File: config.mk
export PLATFORM = sky130hd
export DESIGN_NAME = peasant_mult
export DESIGN_NICKNAME = d
export VERILOG_FILES = /design/src/rtl/peasant_pkg.sv /design/src/rtl/peasant_step.sv /design/src/rtl/peasant_mult.sv
export SDC_FILE = /design/constraint.sdc
export NUM_CORES = 1
export LEC_CHECK = 0
export BUFFER_PORTS_ARGS = -buffer_cell sky130_fd_sc_hd__buf_2
export CORE_MARGIN = 2
export CORE_UTILIZATION = 60
export CTS_BUF_LIST = sky130_fd_sc_hd__clkbuf_2
export DETAILED_ROUTE_END_ITERATION = 6
export PLACE_DENSITY = 0.92
export SLEW_MARGIN = 20
export SYNTH_ARGS = -nofsm -noshare
export SYNTH_HDL_FRONTEND = slang
export SYNTH_HIERARCHICAL = 1
export SYNTH_SLANG_ARGS = --single-unit
File: constraint.sdc
create_clock -name clock -period 2.9 [get_ports clock]
set_input_delay 0.145 -clock clock [delete_from_list [all_inputs] [get_ports clock]]
set_output_delay 0.145 -clock clock [all_outputs]
set_load 0.02 [all_outputs]
File: src/rtl/peasant_pkg.sv
// Shared types and default width for the shift-and-add (Russian-peasant) multiplier.
package peasant_pkg;

  localparam int PEASANT_NBITS = 8;

  typedef enum logic [1:0] {
    IDLE,
    CALC,
    DONE
  } peasant_state_t;

endpackage

File: src/rtl/peasant_step.sv
// One combinational iteration of the peasant algorithm: conditional accumulate,
// double the multiplicand, halve the multiplier.
module peasant_step
  import peasant_pkg::*;
#(
  parameter int NBITS = PEASANT_NBITS
) (
  input  logic [2*NBITS-1:0] a,
  input  logic [NBITS-1:0]   b,
  input  logic [2*NBITS-1:0] acc,
  output logic [2*NBITS-1:0] a_next,
  output logic [NBITS-1:0]   b_next,
  output logic [2*NBITS-1:0] acc_next,
  output logic               last
);

  always_comb begin
    acc_next = b[0] ? acc + a : acc;
    a_next   = a << 1;
    b_next   = b >> 1;
    // b <= 1 means this iteration consumes the final multiplier bit.
    last     = (b[NBITS-1:1] == '0);
  end

endmodule

File: src/rtl/peasant_mult.sv
// Sequential unsigned multiplier with valid/ready handshakes on both sides.
// Define PEASANT_SWAP_EN to loop on the smaller operand (shorter latency).
module peasant_mult
  import peasant_pkg::*;
#(
  parameter int NBITS = PEASANT_NBITS
) (
  input  logic               clock,
  input  logic               reset,
  input  logic [NBITS-1:0]   A,
  input  logic [NBITS-1:0]   B,
  input  logic               iValid,
  output logic               iReady,
  output logic [2*NBITS-1:0] result,
  output logic               oValid,
  input  logic               oReady
);

  peasant_state_t     state_q, state_d;
  logic [2*NBITS-1:0] a_q, a_d;
  logic [NBITS-1:0]   b_q, b_d;
  logic [2*NBITS-1:0] acc_q, acc_d;

  logic [2*NBITS-1:0] step_a, step_acc;
  logic [NBITS-1:0]   step_b;
  logic               step_last;

  peasant_step #(.NBITS(NBITS)) u_step (
    .a        (a_q),
    .b        (b_q),
    .acc      (acc_q),
    .a_next   (step_a),
    .b_next   (step_b),
    .acc_next (step_acc),
    .last     (step_last)
  );

  // NOTE: every output of this block gets a default first, so no path can infer a latch.
  always_comb begin
    state_d = state_q;
    a_d     = a_q;
    b_d     = b_q;
    acc_d   = acc_q;
    unique case (state_q)
      IDLE: begin
        if (iValid) begin
`ifdef PEASANT_SWAP_EN
          if (B > A) begin
            a_d = {{NBITS{1'b0}}, B};
            b_d = A;
          end else begin
            a_d = {{NBITS{1'b0}}, A};
            b_d = B;
          end
`else
          a_d = {{NBITS{1'b0}}, A};
          b_d = B;
`endif
          acc_d   = '0;
          state_d = CALC;
        end
      end
      CALC: begin
        a_d   = step_a;
        b_d   = step_b;
        acc_d = step_acc;
        if (step_last) state_d = DONE;
      end
      DONE: begin
        if (oReady) state_d = IDLE;
      end
      default: state_d = IDLE;
    endcase
  end

  // NOTE: state is updated with non-blocking assignments so every flop samples pre-edge values.
  // NOTE: all datapath registers are reset too, so result reads 0 the instant reset asserts.
  always_ff @(posedge clock or negedge reset) begin
    if (!reset) begin
      state_q <= IDLE;
      a_q     <= '0;
      b_q     <= '0;
      acc_q   <= '0;
    end else begin
      state_q <= state_d;
      a_q     <= a_d;
      b_q     <= b_d;
      acc_q   <= acc_d;
    end
  end

  assign iReady = (state_q == IDLE);
  assign oValid = (state_q == DONE);
  assign result = acc_q;

endmodule

==> results.md, run 1 <==
- Status: completed
- Crit end category: flop
- Die Height: 75.1 um
- Pre-CTS setup slack: 0.342 ns
- NumNets Final: 353
- DR vias/cell: 6.42
- Max Fclk: 0.380 GHz
- Initial Utilization: 0.633
- Clk_lat worst skew: 0.41 ns
- Register Area: 0.00105 mm2
- Clock Power Share: 0.058
- Syn Inst Count: 301
- H-tree levels: 2
- Peak supply drop: 0.564 mV
- Fillers: 361
- Post-CTS Hold Buffers: 5
- Top-count cell post-synth: dfrtp_1
- Area growth from synthesis to layout: 4.04%
- Worst hold path type: in -> reg
- Pwr Density: 1400 mW/mm2
- Critical path class: reg -> reg
- Multi-input logic area: 0.00160 mm2
- Number of remaining DRC errors: 0
- Post-synth EDFFs: 0
- Max stage delay cell, worst path: dfrtp_1
- # Max-Cap Violations: 0
- Tightest Pin Transition: 0.952 ns
- Final WS setup: 0.272 ns
- Combinational power share: 0.672
- Critical path arrival: 2.96 ns
- Crit path max-delay family: compound AO/OA/AOI/OAI gates
- Clk sink count: 42
- Final setup fails: 0
- Critical Path Max Stage Delay: 0.47 ns
- Routability cong.: 0.931
- Die ar.: 0.00564 mm2
- Synth area leaders: dfrtp_1 (35%), a22o_1 (6.9%), buf_4 (6.7%), ha_1 (6.2%), o32ai_2 (5.9%)
- GRT overflow: 0
- Final min period: 2.63 ns
- Yosys top cell by area: dfrtp_1
- Flop pwr share: 0.269
- Crit path required time: 3.23 ns
- CP cell instances: ha_1, fa_1, a21oi_1, o21ai_1, a31o_1, a21oi_2, xnor2_1, mux2_2, a22o_1
- CTS buffer count: 5
- Antenna violations before repair: 0
- Share of post-route cells with drive strength above 1: 0.230
- All-Layer GR Usage: 0.249
- CTS clk-pin slew, worst paths: 0.23 ns
- Ys async rst share: 1.00
- CP startpoint kind: flop
- Core ar.: 0.00479 mm2
- DR vias: 2473
- First-pass GRT wire length: 10900 um
- Post-CTS Setup Bufs: 0
- Die width: 75.1 um
- Pins Over Slew Limit: 0
- Leak: 1.41 nW
- Setup_tns: 0 ns
- DR pass1 iterations: 5
- Fin Clk Skew: 0.0179 ns
- CP Max Fanout: 4
- Relative slew slack: 0.366
- Synth cell count leaders: dfrtp_1 (42), nor2_1 (30), buf_4 (27)
- Hold Vio Cnt, Final: 0
- Final worst-path cycle share: 0.906
- Drt total wl: 6640 um
- Routed Antenna Nets: 0
- Synth top area share: 0.347
- Root buffer cell: clkbuf_2
- Routed WL per cell: 17.2 um
- Io pins: 38
- Yosys warnings: 6
- Synth Cell Area: 0.00303 mm2
- P_int: 2.31 mW
- Post-synthesis sequential area ratio: 0.347
- Net Sw Power: 2.12 mW
- Primary FF master, synth: dfrtp_1
- Post-synthesis register bit count: 42
- Switching share of power: 0.479
- WHS: 0.00379 ns
- Num rows: 25
- Initial DRC count: 197
- Crit path buffers/inverters: 0
- IO buf count: 37
- CTS tree: yes
- Antenna diode count: 0
- Max clock buf depth: 2
- Vias in the first global route: 2435
- Synth cell types: 52
- Mean Syn Cell Area: 10.1 um2
- HPWL Detailed: 4530 um
- Unrepaired setup endpoints after global routing: no
- Largest net degree at the start of global routing: 43
- Cts repair resizes: 0
[logic make-up after synthesis]
logic type | share of synthesized area
AOI/OAI and AO/OA | 0.288
buffers and inverters | 0.126
xor gates and xnor gates | 0.0202
adders and majority gates | 0.0685
and+or+nand+nor | 0.109
DFF | 0.347
muxes | 0.0404
other | 0.00124
[metrics by stage]
step                total power, mW   util  std cells  instance area (um2)
floorplan                      3.70      -        302                 3040
global placement               3.97  0.625        365                 2990
detailed placement             4.10  0.625        365                 2990
CTS                            4.37  0.644        378                 3080
global route                   4.75  0.659        385                 3150
finish                         4.43  0.659        385                 3150
[power by group through the flow]
stage	Sequential, mW	Clock [mW]	Combinational [mW]
final	1.19	0.258	2.98
after global placement	1.18	0	2.79
after global routing	1.23	0.289	3.23
after detailed placement	1.19	0	2.90
after floorplan	1.26	0	2.44
after CTS	1.18	0.262	2.92
[worst min-delay path: cells and delay by family]
kind,cells,cell delay [ns]
buffers and inverters,1,0.08
and+or+nand+nor,1,0.09
AOI/OAI and AO/OA,1,0.07
[per-layer routing]
metal,GRT usage,part of all wire,routed length [um]
met5,0,0,0
met4,0.127,0.024,159
met3,0.0549,0.049,322
met2,0.392,0.48,3210
met1,0.324,0.44,2940
[final cells by class]
type,count,share of cell area
clock buffer,5,0.00793
clock inverter,3,0.00516
inverter,7,0.0127
multi-input combinational,208,0.508
sequential,42,0.333
tap,67,0.0266
timing repair buffer,53,0.106
[state kept, by name, indices dropped and copies added (netlist names)]
| register | flops |
|---|---|
| a_q | 16 |
| b_q | 8 |
| result | 16 |
| state_q | 2 |
[path summary, 6_finish.rpt]
path                       startpoint    endpoint  slack, ns  cells after the start
hold reg to reg            state_q[1]  state_q[0]       0.53                      1
max in group asynchronous       reset  result[13]       1.96                      2
setup / recovery               a_q[0]   result[8]       0.27                      9
hold / removal                   B[6]      b_q[6]      0.004                      3
setup reg to reg               a_q[0]   result[8]       0.27                      9
min in group asynchronous       reset      b_q[5]       0.37                      2
[cell usage in the layout, fill, tap and decap left out, types with 2 or more instances in the layout]
cell / n
conb_1: 2
clkbuf_2: 5
buf_4: 4
a21oi_1: 13
o32ai_2: 11
o21ai_1: 2
nand2b_1: 2
a21o_1: 9
or4_1: 2
mux2i_1: 4
inv_1: 6
o31ai_1: 3
nand2_1: 12
nor2_1: 30
a22oi_1: 2
mux2_2: 6
o21bai_1: 2
buf_2: 37
xor2_1: 3
and3_1: 2
ha_1: 15
nand3_1: 7
dfrtp_1: 42
xnor2_1: 4
nor3_1: 3
o22ai_1: 16
a22o_1: 24
o32ai_1: 6
dlygate4sd3_1: 12
nand4_1: 5
o21ai_0: 3
Power figures use the tool's default switching activity.
==> run 2, diff against run 1 <==
--- a/config.mk
+++ b/config.mk
@@ -6,6 +6,7 @@
 export NUM_CORES = 1
 export LEC_CHECK = 0
 export BUFFER_PORTS_ARGS = -buffer_cell sky130_fd_sc_hd__buf_2
+export CAP_MARGIN = 20
 export CORE_MARGIN = 2
 export CORE_UTILIZATION = 60
 export CTS_BUF_LIST = sky130_fd_sc_hd__clkbuf_2
==> constraint.sdc (replaced) <==
create_clock -name clock -period 2.7 [get_ports clock]
set_input_delay 0.135 -clock clock [delete_from_list [all_inputs] [get_ports clock]]
set_output_delay 0.135 -clock clock [all_outputs]
set_load 0.02 [all_outputs]
==> results.md, run 2 (synthesized netlist as in run 1, its figures left out) <==
- Leak: 1.45 nW
- CTS tree: yes
- Worst hold path type: in -> reg
- Crit path buffers/inverters: 0
- Num rows: 25
- Root buffer cell: clkbuf_2
- Switching share of power: 0.475
- Net Sw Power: 2.34 mW
- Critical Path Max Stage Delay: 0.48 ns
- IO buf count: 37
- Pwr Density: 1520 mW/mm2
- Share of the core filled with cells: 0.679
- Drt total wl: 7180 um
- Clk_lat worst skew: 0.42 ns
- Most frequent cells in the layout: dfrtp_1 (42), buf_2 (37), nor2_1 (30), a22o_1 (24), dlygate4sd3_1 (17)
- Placed cell count: 364
- Final cell count without fillers: 392
- Antenna diode count: 0
- CTS buffer count: 5
- First-pass GRT wire length: 11300 um
- Peak supply drop: 0.584 mV
- Vias in the first global route: 2459
- CP Max Fanout: 4
- Die width: 75.1 um
- Clock Power Share: 0.077
- Critical path class: reg -> reg
- Core ar.: 0.00479 mm2
- CTS clk-pin slew, worst paths: 0.25 ns
- NumNets Final: 360
- Flop pwr share: 0.261
- Max clock buf depth: 2
- Final worst-path cycle share: 0.967
- Max Fclk: 0.383 GHz
- Die ar.: 0.00564 mm2
- Critical path arrival: 2.93 ns
- Pins Over Slew Limit: 0
- H-tree levels: 2
- Final instance area: 0.00325 mm2
- Routability cong.: 0.935
- Post-DP Area: 0.00299 mm2
- HPWL Detailed: 4610 um
- Share of post-route cells with drive strength above 1: 0.237
- Most common cell after layout, fill and taps aside: dfrtp_1
- Initial DRC count: 240
- Fin Clk Skew: 0.0342 ns
- Routed Antenna Nets: 0
- Antenna violations before repair: 0
- Crit end category: flop
- CP startpoint kind: flop
- Die Height: 75.1 um
- GRT overflow: 0
- Max stage delay cell, worst path: dfrtp_1
- Relative slew slack: 0.379
- Combinational power share: 0.663
- Setup_tns: 0 ns
- CP cell instances: ha_1, fa_1, a21oi_2, o21ai_1, a31o_1, a21oi_2, xnor2_1, mux2_2, a22o_1
- DR vias: 2598
- Hold Vio Cnt, Final: 0
- Initial Utilization: 0.633
- Cell mode on critical path: a21oi_2
- Area growth from synthesis to layout: 7.18%
- # Max-Cap Violations: 0
- All-Layer GR Usage: 0.261
- P_int: 2.59 mW
- WHS: 0.0204 ns
- Largest net degree at the start of global routing: 43
- Io pins: 38
- Final min period: 2.61 ns
- Clk sink count: 42
- Status: completed
- Routed WL per cell: 18.3 um
- Number of remaining DRC errors: 0
- DR vias/cell: 6.63
- Crit path max-delay family: compound AO/OA/AOI/OAI gates
- Crit path required time: 3.02 ns
- DR pass1 iterations: 6
- Tightest Pin Transition: 0.931 ns
- Final setup fails: 0
[run 2: what timing repair did]
item / in CTS / in global routing
setup endpoints to repair: 0 / 2
gates resized for setup: 0 / 1
hold buffers: 14 / 3
endpoints found under the hold margin: 55 / 3
setup buffers: 0 / 3
[run 2: cell type report]
cell class,instances,area [um2]
Clock buffer,6,30.0
Clock inverter,2,37.5
Fill cell,355,1540
Inverter,7,40.0
Multi-Input combinational cell,208,1610
Sequential cell,42,1050
Tap cell,67,83.8
Timing Repair Buffer,60,400
[run 2: worst reg2reg max path: cells and delay by family (launching register included)]
kind / cells / cell delay [ns]
muxes: 1 / 0.26
adders and majority gates: 2 / 0.75
AOI/OAI and AO/OA: 5 / 0.93
xor gates and xnor gates: 1 / 0.08
DFF: 1 / 0.48
[run 2: power by group through the flow]
stage / clock network [mW] / registers (mW) / logic [mW]
2_1_floorplan: 0 / 1.35 / 2.62
3_3_place_gp: 0 / 1.27 / 2.98
3_5_place_dp: 0 / 1.29 / 3.10
4_1_cts: 0.384 / 1.28 / 3.15
5_1_grt: 0.409 / 1.32 / 3.55
6_report: 0.379 / 1.29 / 3.27
[run 2: stage by stage]
| step | setup slack (ns) | power, mW |
|---|---|---|
| 2_1_floorplan | 0.267 | 3.97 |
| 3_3_place_gp | 0.236 | 4.24 |
| 3_5_place_dp | 0.153 | 4.39 |
| 4_1_cts | 0.0435 | 4.81 |
| 5_1_grt | -0.00386 | 5.28 |
| 6_report | 0.0879 | 4.94 |
[run 2: final timing paths]
path / from / end / slack, ns / cells after the start
max in group asynchronous: reset / a_q[13] / 1.75 / 2
max: result[0] / result[8] / 0.09 / 9
min: B[5] / b_q[5] / 0.02 / 3
min in group asynchronous: reset / a_q[1] / 0.35 / 2
max reg2reg: result[0] / result[8] / 0.09 / 9
min reg2reg: state_q[1] / state_q[0] / 0.54 / 1
[run 2: metal layers]
metal | track usage | wire [um] | up-vias
li1 | - | - | 1155
met4 | 0.115 | 174 | 0
met3 | 0.0428 | 450 | 22
met5 | 0 | 0 | -
met2 | 0.433 | 3570 | 148
met1 | 0.336 | 2980 | 1273
